==> config.mk <==
export PLATFORM = sky130hd
export DESIGN_NAME = data_mem_lsu
export DESIGN_NICKNAME = d
export VERILOG_FILES = /design/src/rtl/data_mem_lsu_pkg.sv /design/src/rtl/data_mem_lsu_lane_align.sv /design/src/rtl/data_mem_lsu.sv
export SDC_FILE = /design/constraint.sdc
export NUM_CORES = 1
export LEC_CHECK = 0
export CAP_MARGIN = 20
export CORE_ASPECT_RATIO = 2
export CORE_MARGIN = 5
export CORE_UTILIZATION = 29
export CTS_CLUSTER_DIAMETER = 200
export DETAILED_ROUTE_END_ITERATION = 12
export HOLD_SLACK_MARGIN = 0.1
export SLEW_MARGIN = 20
export SYNTH_ARGS = -nofsm -noshare
export SYNTH_HDL_FRONTEND = slang
export SYNTH_SLANG_ARGS = --single-unit
==> constraint.sdc <==
create_clock -name clk -period 2.5 [get_ports clk]
set_input_delay 0.625 -clock clk [delete_from_list [all_inputs] [get_ports clk]]
set_output_delay 0.625 -clock clk [all_outputs]
set_load 0.03 [all_outputs]
==> src/rtl/data_mem_lsu_pkg.sv <==
// Shared definitions for the data-memory load/store unit: op encoding,
// sequencer states and the alignment rule.
package data_mem_lsu_pkg;

  localparam int DEFAULT_DATA_WIDTH = 32;
  localparam logic [31:0] DATA_SEG_BASE = 32'h1001_0000;

  localparam logic [2:0] OP_LW  = 3'b000;
  localparam logic [2:0] OP_LH  = 3'b001;
  localparam logic [2:0] OP_LHU = 3'b010;
  localparam logic [2:0] OP_LB  = 3'b011;
  localparam logic [2:0] OP_LBU = 3'b100;
  localparam logic [2:0] OP_SW  = 3'b101;
  localparam logic [2:0] OP_SH  = 3'b110;
  localparam logic [2:0] OP_SB  = 3'b111;

  typedef enum logic [2:0] {
    ST_IDLE   = 3'd0,
    ST_LOAD   = 3'd1,
    ST_STORE  = 3'd2,
    ST_RMW_RD = 3'd3,
    ST_RMW_WR = 3'd4,
    ST_RESP   = 3'd5
  } lsu_state_t;

  function automatic logic is_load(input logic [2:0] op);
    return (op == OP_LW) || (op == OP_LH) || (op == OP_LHU) ||
           (op == OP_LB) || (op == OP_LBU);
  endfunction

  // Words need both low address bits clear, halves only bit 0; bytes never fault.
  function automatic logic is_misaligned(input logic [2:0] op, input logic [1:0] addr_lo);
    logic r;
    r = 1'b0;
    case (op)
      OP_LW, OP_SW:         r = (addr_lo != 2'b00);
      OP_LH, OP_LHU, OP_SH: r = addr_lo[0];
      default:              r = 1'b0;
    endcase
    return r;
  endfunction

endpackage

==> src/rtl/data_mem_lsu_lane_align.sv <==
// Combinational lane logic: extracts/extends load lanes from the memory word
// and merges sub-word store data into it for read-modify-write.
module lsu_lane_align
  import data_mem_lsu_pkg::*;
#(
  parameter int DATA_WIDTH = DEFAULT_DATA_WIDTH
) (
  input  logic [2:0]            i_op,
  input  logic [1:0]            i_addr_lo,
  input  logic [DATA_WIDTH-1:0] i_mem_word,
  input  logic [DATA_WIDTH-1:0] i_store_data,
  output logic [DATA_WIDTH-1:0] o_load_data,
  output logic [DATA_WIDTH-1:0] o_merged_word
);

  logic [7:0]  w_byte;
  logic [15:0] w_half;
  logic [3:0]  w_byte_en;
  logic [31:0] w_store_lanes;

  assign w_byte = i_mem_word[{i_addr_lo, 3'b000} +: 8];
  assign w_half = i_mem_word[{i_addr_lo[1], 4'b0000} +: 16];

  always_comb begin
    o_load_data = i_mem_word;
    case (i_op)
      OP_LH:   o_load_data = {{(DATA_WIDTH-16){w_half[15]}}, w_half};
      OP_LHU:  o_load_data = {{(DATA_WIDTH-16){1'b0}}, w_half};
      OP_LB:   o_load_data = {{(DATA_WIDTH-8){w_byte[7]}}, w_byte};
      OP_LBU:  o_load_data = {{(DATA_WIDTH-8){1'b0}}, w_byte};
      default: o_load_data = i_mem_word;
    endcase
  end

  // Replicate the store lane across the word so each byte enable picks it up.
  always_comb begin
    w_byte_en     = 4'b1111;
    w_store_lanes = i_store_data[31:0];
    case (i_op)
      OP_SB: begin
        w_byte_en     = 4'b0001 << i_addr_lo;
        w_store_lanes = {4{i_store_data[7:0]}};
      end
      OP_SH: begin
        w_byte_en     = i_addr_lo[1] ? 4'b1100 : 4'b0011;
        w_store_lanes = {2{i_store_data[15:0]}};
      end
      default: begin
        w_byte_en     = 4'b1111;
        w_store_lanes = i_store_data[31:0];
      end
    endcase
  end

  genvar gi;
  generate
    for (gi = 0; gi < 4; gi++) begin : g_lane
      assign o_merged_word[8*gi +: 8] = w_byte_en[gi] ? w_store_lanes[8*gi +: 8]
                                                      : i_mem_word[8*gi +: 8];
    end
    if (DATA_WIDTH > 32) begin : g_upper
      assign o_merged_word[DATA_WIDTH-1:32] = i_mem_word[DATA_WIDTH-1:32];
    end
  endgenerate

endmodule

==> src/rtl/data_mem_lsu.sv <==
// Load/store unit sequencing single requests onto a word-addressed data
// memory, with read-modify-write for sub-word stores.
module data_mem_lsu
  import data_mem_lsu_pkg::*;
#(
  parameter int DATA_WIDTH = DEFAULT_DATA_WIDTH
) (
  input  logic                  clk,
  input  logic                  reset,
  input  logic                  req_valid_i,
  output logic                  req_ready_o,
  input  logic [2:0]            req_op_i,
  input  logic [DATA_WIDTH-1:0] req_addr_i,
  input  logic [DATA_WIDTH-1:0] req_wdata_i,
  output logic                  resp_valid_o,
  output logic [DATA_WIDTH-1:0] resp_rdata_o,
  output logic                  resp_err_o,
  output logic [DATA_WIDTH-1:0] mem_address_o,
  output logic [DATA_WIDTH-1:0] mem_write_data_o,
  output logic                  mem_write_o,
  output logic                  mem_read_o,
  input  logic [DATA_WIDTH-1:0] mem_data_i
);

  lsu_state_t            r_state, w_state_next;
  logic [2:0]            r_op, w_op_next;
  logic [DATA_WIDTH-1:0] r_addr, w_addr_next;
  logic [DATA_WIDTH-1:0] r_wdata, w_wdata_next;
  logic [DATA_WIDTH-1:0] r_rdata, w_rdata_next;
  logic [DATA_WIDTH-1:0] r_merged, w_merged_next;
  logic                  r_err, w_err_next;

  logic                  w_ready;
  logic                  w_mem_rd;
  logic                  w_mem_wr;
  logic [DATA_WIDTH-1:0] w_mem_wdata;
  logic [DATA_WIDTH-1:0] w_load_data;
  logic [DATA_WIDTH-1:0] w_merged_word;

  lsu_lane_align #(
    .DATA_WIDTH(DATA_WIDTH)
  ) u_lane_align (
    .i_op         (r_op),
    .i_addr_lo    (r_addr[1:0]),
    .i_mem_word   (mem_data_i),
    .i_store_data (r_wdata),
    .o_load_data  (w_load_data),
    .o_merged_word(w_merged_word)
  );

  always_ff @(posedge clk) begin
    if (reset) begin
      r_state  <= ST_IDLE;
      r_op     <= OP_LW;
      r_addr   <= '0;
      r_wdata  <= '0;
      r_rdata  <= '0;
      r_merged <= '0;
      r_err    <= 1'b0;
    end else begin
      r_state  <= w_state_next;
      r_op     <= w_op_next;
      r_addr   <= w_addr_next;
      r_wdata  <= w_wdata_next;
      r_rdata  <= w_rdata_next;
      r_merged <= w_merged_next;
      r_err    <= w_err_next;
    end
  end

  always_comb begin
    w_state_next  = r_state;
    w_op_next     = r_op;
    w_addr_next   = r_addr;
    w_wdata_next  = r_wdata;
    w_rdata_next  = r_rdata;
    w_merged_next = r_merged;
    w_err_next    = r_err;
    w_ready       = 1'b0;
    w_mem_rd      = 1'b0;
    w_mem_wr      = 1'b0;
    w_mem_wdata   = '0;

    case (r_state)
      ST_IDLE: begin
        w_ready = 1'b1;
        if (req_valid_i) begin
          w_op_next    = req_op_i;
          w_addr_next  = req_addr_i;
          w_wdata_next = req_wdata_i;
          w_rdata_next = '0;
          w_err_next   = is_misaligned(req_op_i, req_addr_i[1:0]);
          if (w_err_next)
            w_state_next = ST_RESP;
          else if (is_load(req_op_i))
            w_state_next = ST_LOAD;
          else if (req_op_i == OP_SW)
            w_state_next = ST_STORE;
          else
            w_state_next = ST_RMW_RD;
        end
      end
      ST_LOAD: begin
        w_mem_rd     = 1'b1;
        w_rdata_next = w_load_data;
        w_state_next = ST_RESP;
      end
      ST_STORE: begin
        w_mem_wr     = 1'b1;
        w_mem_wdata  = r_wdata;
        w_state_next = ST_RESP;
      end
      ST_RMW_RD: begin
        w_mem_rd      = 1'b1;
        w_merged_next = w_merged_word;
        w_state_next  = ST_RMW_WR;
      end
      ST_RMW_WR: begin
        w_mem_wr     = 1'b1;
        w_mem_wdata  = r_merged;
        w_state_next = ST_RESP;
      end
      ST_RESP: begin
        w_state_next = ST_IDLE;
      end
      default: begin
        w_state_next = ST_IDLE;
      end
    endcase
  end

  assign req_ready_o      = w_ready;
  assign resp_valid_o     = (r_state == ST_RESP);
  assign resp_rdata_o     = (r_state == ST_RESP) ? r_rdata : '0;
  assign resp_err_o       = (r_state == ST_RESP) ? r_err : 1'b0;
  assign mem_address_o    = (r_state != ST_IDLE) ? {r_addr[DATA_WIDTH-1:2], 2'b00} : '0;
  assign mem_read_o       = w_mem_rd;
  assign mem_write_data_o = w_mem_wdata;
  // A reset edge must never double as a write edge.
  assign mem_write_o      = w_mem_wr & ~reset;

endmodule

# Word level (Yosys, flattened, before mapping)
# Index checks and enable logic that the tools add are counted.
# W data, S select, Z words.
[word_totals]
wordCells = 71
regBits = 135
output_inout_bits = 101
in_bits = 102
[classes]
n_bitwise = 2
n_reduce_logical = 16
mux = 25
eq_ne = 18
n_shift = 3
[op_table]
columns = ["cell", "n"]
rows = [
  ["$pmux W32 S2", 3],
  ["$pmux W32 S4", 1],
  ["$mux W32", 3],
  ["$mux W8", 4],
  ["$shiftx A32 B6 Y16", 1],
  ["$shiftx A32 B6 Y8", 1],
  ["$eq A3 B3 Y1 const B", 8],
  ["$eq A3 B2 Y1 const B", 6],
  ["$eq A3 B1 Y1 const B", 3],
  ["$pmux W3 S3", 1],
  ["$pmux W4 S2", 1],
  ["$mux W1", 7],
  ["$logic_not A3 Y1", 2],
  ["$mux W3", 2],
  ["$reduce_or A2 Y1", 3],
  ["$reduce_or A3 Y1", 2],
  ["$logic_or A1 B1 Y1", 4],
  ["$mux W4", 1],
  ["$reduce_and A2 Y1", 2],
  ["$reduce_bool A2 Y1", 2],
  ["$shl A1 B2 Y4 const A", 1],
  ["$reduce_bool A3 Y1", 1],
  ["$mux W2", 1],
  ["$ne A2 B2 Y1 const B", 1],
  ["other kinds (3)", 3],
]

# Longest topological paths before layout
[logic_depth]
depth_word = 9
ltp_mapped = 8

# By module
# Synthesis repeated with hierarchy kept, for this count alone.
[unflattened]
hier_cells = 964
area_unflattened_um2 = 7428.4
[modules_own_cells]
columns = ["module", "instances", "area_each_um2", "cells_per_inst"]
rows = [
  ["data_mem_lsu", 1, 5635.4, 719],
  ["lsu_lane_align", 1, 1793.0, 245],
]

# Worst setup path before layout
# No wires, ideal clock.
[synth_path]
path_kind = "register to output"
startpoint = "reg r_state[1]"
endpoint = "out mem_write_o"
arrival_ps = 1623
stages_incl_launch_ff = 6
path_slack_ps = 252
path_cell_list = "dfxtp_1 buf_2 nor3b_1 buf_2 nor2_1 nor2_1"
[synth_between]
elab_chain_cells = 4
[synth_lines]
columns = ["item", "line", "source"]
rows = [
  ["start, declared", "data_mem_lsu.sv:25", "lsu_state_t r_state, w_state_next;"],
  ["start signal, assigned", "data_mem_lsu.sv:61", "r_state <= w_state_next;"],
  ["$eq A3 B3 Y1 / $eq A3 B2 Y1 (equally long branches)", "data_mem_lsu.sv:84", "case (r_state)"],
  ["$reduce_or A2 Y1 (no source line) (*)", "-", ""],
  ["$mux W1 (*)", "data_mem_lsu.sv:84", ""],
  ["$and A1 B1 Y1 (*)", "data_mem_lsu.sv:140", "assign mem_write_o = w_mem_wr & ~reset;"],
  ["end, declared", "data_mem_lsu.sv:20", "output logic mem_write_o,"],
]
# Every way passes the cells marked *; elsewhere a longest branch is shown, timed or not.

# Worst setup path after layout
[layout_path]
startpoint = "reg r_state[2]"
endpoint = "out mem_write_data_o[24]"
[layout_between]
elab_chain_cells = 2
[layout_lines]
columns = ["item", "line", "source"]
rows = [
  ["$eq A3 B3 Y1 / $eq A3 B2 Y1 (equally long branches)", "data_mem_lsu.sv:84", ""],
  ["$pmux W32 S2 (*)", "data_mem_lsu.sv:84", ""],
  ["end, declared", "data_mem_lsu.sv:19", "output logic [DATA_WIDTH-1:0] mem_write_data_o,"],
]
# Marks and branches as above.

==> qor.json <==
{
  "run": {
    "max-cap-violations": 0
  },
  "global_route": {
    "grt_pass1_wl_mm": 40.10,
    "grt_pass1_vias": 7010,
    "gr-usage-all-layers_pct": 18.73,
    "grt_start_max_net_pins": 48,
    "globalRouteOverflowTotal": 0,
    "antenna_found_initial": 1
  },
  "yosys": {
    "synthesis.area_mm2": 0.006955,
    "number_of_storage_elements_in_the_synthesis_netlist": 135,
    "syn_inst": 844,
    "post_synth_num_cell_types": 56,
    "proportion_of_synthesized_chip_area_in_sequential_cells_pct": 38.86,
    "largest_family_of_logic_cells_by_synthesized_area": "simple AND/OR/NAND/NOR gates",
    "compound_gate_portion_of_the_synthesized_area_pct": 21.98,
    "ys.flop_type": "sky130_fd_sc_hd__dfxtp_1",
    "ys_async_sr_fraction_pct": 0,
    "synth-simple-area-share_pct": 25.02,
    "synthXorXnorAreaFrac_pct": 0.2518,
    "syn-mean-instance-area_um2": 8.241,
    "synth_edf_count": 0,
    "synth-warning-count": 0,
    "muxShareOfSynthArea_pct": 7.789,
    "post_synth_fa_ha_maj_area_fraction_pct": 0.1619
  },
  "setup_path": {
    "cp.arrival_ns": 1.86,
    "crit_path_top_delay_cell": "sky130_fd_sc_hd__dfxtp_2",
    "cp_max_fo": 16,
    "biggest_cell_delay_along_the_critical_path_ns": 0.35,
    "worst_setup_path_end_kind": "output port",
    "worst_ep_required_time_ns": 1.88,
    "cp_top_family": "buffers and inverters",
    "cpMostUsedCell": "sky130_fd_sc_hd__buf_6",
    "timing.critical_path.cells": "buf_6, nor3b_4, buf_6, a22o_1, buf_12",
    "cp_launch_type": "flop",
    "timing_worst_setup_path_type": "flop to output port",
    "critical_path.n_buffers_inverters": 3
  },
  "placed_design": {
    "place.detailed.hpwl_mm": 19.98,
    "place.gp.congestion": 0.8862,
    "numPlacedInstances": 1300,
    "buffer_ports.inserted": 200
  },
  "sta": {
    "setup-violations-final": 0,
    "timing.slew.headroom_pct": 34.97,
    "final.min_clock_period_ns": 2.485,
    "fin_skew_ns": 0.008688,
    "unrepaired_setup_endpoints_after_global_routing": "true",
    "slew_violations": 0,
    "hold_viol": 0,
    "period_share_pct": 99.42,
    "finalSetupTns_ns": 0,
    "max_clock_freq_mhz": 402.3,
    "max_slew.worst_pin.slew_ns": 0.9719
  },
  "clocking": {
    "ctsHtreeMaxLevel": 4,
    "clkTransAtPathRegs_ns": 0.06,
    "ctsRootBufferMaster": "sky130_fd_sc_hd__clkbuf_16",
    "cts.sinks": 135,
    "clockBufferDepth": 2,
    "clk-insertion-delay-late_ns": 0.43,
    "cts_tree": "yes",
    "numCtsBuffers": 17
  },
  "drt": {
    "drt_pre_antenna_iters": 5,
    "via_count": 6890,
    "routedWlPerCell_um": 19.73,
    "detail_route.drc_violations": 0,
    "routed_vias_inst": 5.157,
    "drt_first_iter_violations": 337,
    "route.antenna.remaining_nets": 0,
    "routed_wire_length_mm": 26.36
  },
  "cells_and_area": {
    "final_cell_count_no_fill": 1336,
    "flow.area_growth_from_synthesis_pct": 49.18,
    "drive_above_1_share_pct": 20.61,
    "nets": 1137
  },
  "pwr": {
    "leakage_power_nw": 3.826,
    "p_per_area_mw_per_mm2": 626.8,
    "power.ir.vdd_worst_uv": 432.7,
    "p_total_w": 0.006504
  },
  "outcome": {
    "run_status": "completed"
  },
  "floorplan": {
    "initial_core_util_pct": 29.32,
    "core_box_area_mm2": 0.02372,
    "num_rows": 80,
    "die_width_um": 119.5,
    "total_die_area_mm2": 0.02737,
    "die_height_um": 229.0,
    "pin_count": 203
  },
  "hold_path": {
    "worst_hold_class": "flop to flop"
  }
}
-- kinds of logic after synthesis --
logic type      Yosys count
simple gates            364
compound gates          213
flops                   135
buf+inv                  77
mux                      51
xor+xnor                  2
fa+ha+maj                 1
other cells               1
-- per-stage QoR --
| step | area, um^2 | util, % | setup slack, ns | hold slack (ns) |
|---|---|---|---|---|
| finish | 10380 | 43.74 | 0.01452 | 0.4486 |
| global route | 10380 | 43.74 | -0.03212 | 0.4651 |
| CTS | 10420 | 43.91 | -0.07903 | 0.4501 |
| detailed placement | 9696 | 40.87 | 0.1263 | 0.4417 |
| global placement | 9696 | 40.87 | 0.1441 | 0.4375 |
| floorplan | 6959 | - | 0.2520 | 0.4242 |
-- cell usage in the layout, fill, tap and decap left out, drive strengths merged, types with 9 or more instances in the layout --
master / n
nand2: 181
buf: 101
a311oi: 16
dfxtp: 135
nor3: 10
mux2: 9
o2bb2ai: 23
nor2b: 32
and2: 37
and3: 9
clkbuf: 44
a21oi: 72
o21ai: 19
nor2: 56
mux2i: 41
clkdlybuf4s50: 100
clkdlybuf4s15: 12
nand2b: 29
a22o: 41
-- final cells by class --
type	instances	area, um^2
antenna	1	2.502
clock buffer	20	456.7
clock inverter	12	198.9
fill	2347	13350
inverter	4	15.01
multi-input combinational	633	3943
sequential	135	2709
tap	287	359.1
timing repair buffer	244	2693
-- worst min-delay path: stages (launching register included) --
cell and delay [ns]:
sky130_fd_sc_hd__dfxtp_1 0.30, sky130_fd_sc_hd__nand2_1 0.05, sky130_fd_sc_hd__a21oi_1 0.05
-- cells in the mapped netlist, types with 9 or more instances --
| library cell | instances | share of area [%] |
|---|---|---|
| sky130_fd_sc_hd__o21ai_0 | 18 | 1.3 |
| sky130_fd_sc_hd__nand2_1 | 181 | 9.8 |
| sky130_fd_sc_hd__buf_2 | 26 | 1.9 |
| sky130_fd_sc_hd__nor2b_1 | 31 | 2.8 |
| sky130_fd_sc_hd__and3_1 | 9 | 0.81 |
| sky130_fd_sc_hd__nor3_1 | 9 | 0.65 |
| sky130_fd_sc_hd__a311oi_1 | 16 | 2.0 |
| sky130_fd_sc_hd__mux2i_1 | 39 | 5.6 |
| sky130_fd_sc_hd__and2_1 | 36 | 3.2 |
| sky130_fd_sc_hd__o2bb2ai_1 | 23 | 2.9 |
| sky130_fd_sc_hd__nand2b_1 | 29 | 2.6 |
| sky130_fd_sc_hd__a21oi_1 | 70 | 5.0 |
| sky130_fd_sc_hd__dfxtp_1 | 135 | 39 |
| sky130_fd_sc_hd__mux2_2 | 9 | 1.5 |
| sky130_fd_sc_hd__a22o_1 | 41 | 5.2 |
| sky130_fd_sc_hd__clkbuf_1 | 31 | 1.7 |
| sky130_fd_sc_hd__nor2_1 | 55 | 3.0 |
-- state kept, by name, indices dropped and copies added, names as in the netlist --
register / flops
r_op: 3
r_rdata: 32
r_wdata: 32
r_state: 3
r_merged: 32
r_err: 1
r_addr: 32
-- power by group --
part           leakage, nW  switching [W]  internal (W)
Combinational         2.41       0.000703      0.000562
Clock                0.320       0.000998       0.00182
Sequential            1.10       0.000124       0.00229
-- worst paths after layout --
kind | start | end | slack, ns | cells past startpoint
min reg2reg | r_addr[15] | r_addr[15] | 0.45 | 2
min | r_addr[15] | r_addr[15] | 0.45 | 2
max reg2reg | r_op[2] | r_rdata[30] | 0.41 | 6
max | r_state[2] | mem_write_data_o[24] | 0.01 | 5
-- layer usage --
| metal | global-route usage [%] | wire length, um | vias up |
|---|---|---|---|
| met5 | 0 | 0 | - |
| met4 | 10.25 | 1360 | 0 |
| met3 | 4.222 | 1555 | 64 |
| met2 | 34.92 | 14180 | 261 |
| met1 | 18.90 | 9261 | 3236 |
| li1 | - | - | 3329 |
-- repair_timing --
item / CTS / global route
buffers inserted: 1 / 1
hold buffers: 0 / 0
pin swaps: 0 / 1
endpoints found under the setup margin: 74 / 65
gates cloned: 0 / 1
resized for setup: 87 / 41
Power figures use the tool's default switching activity.
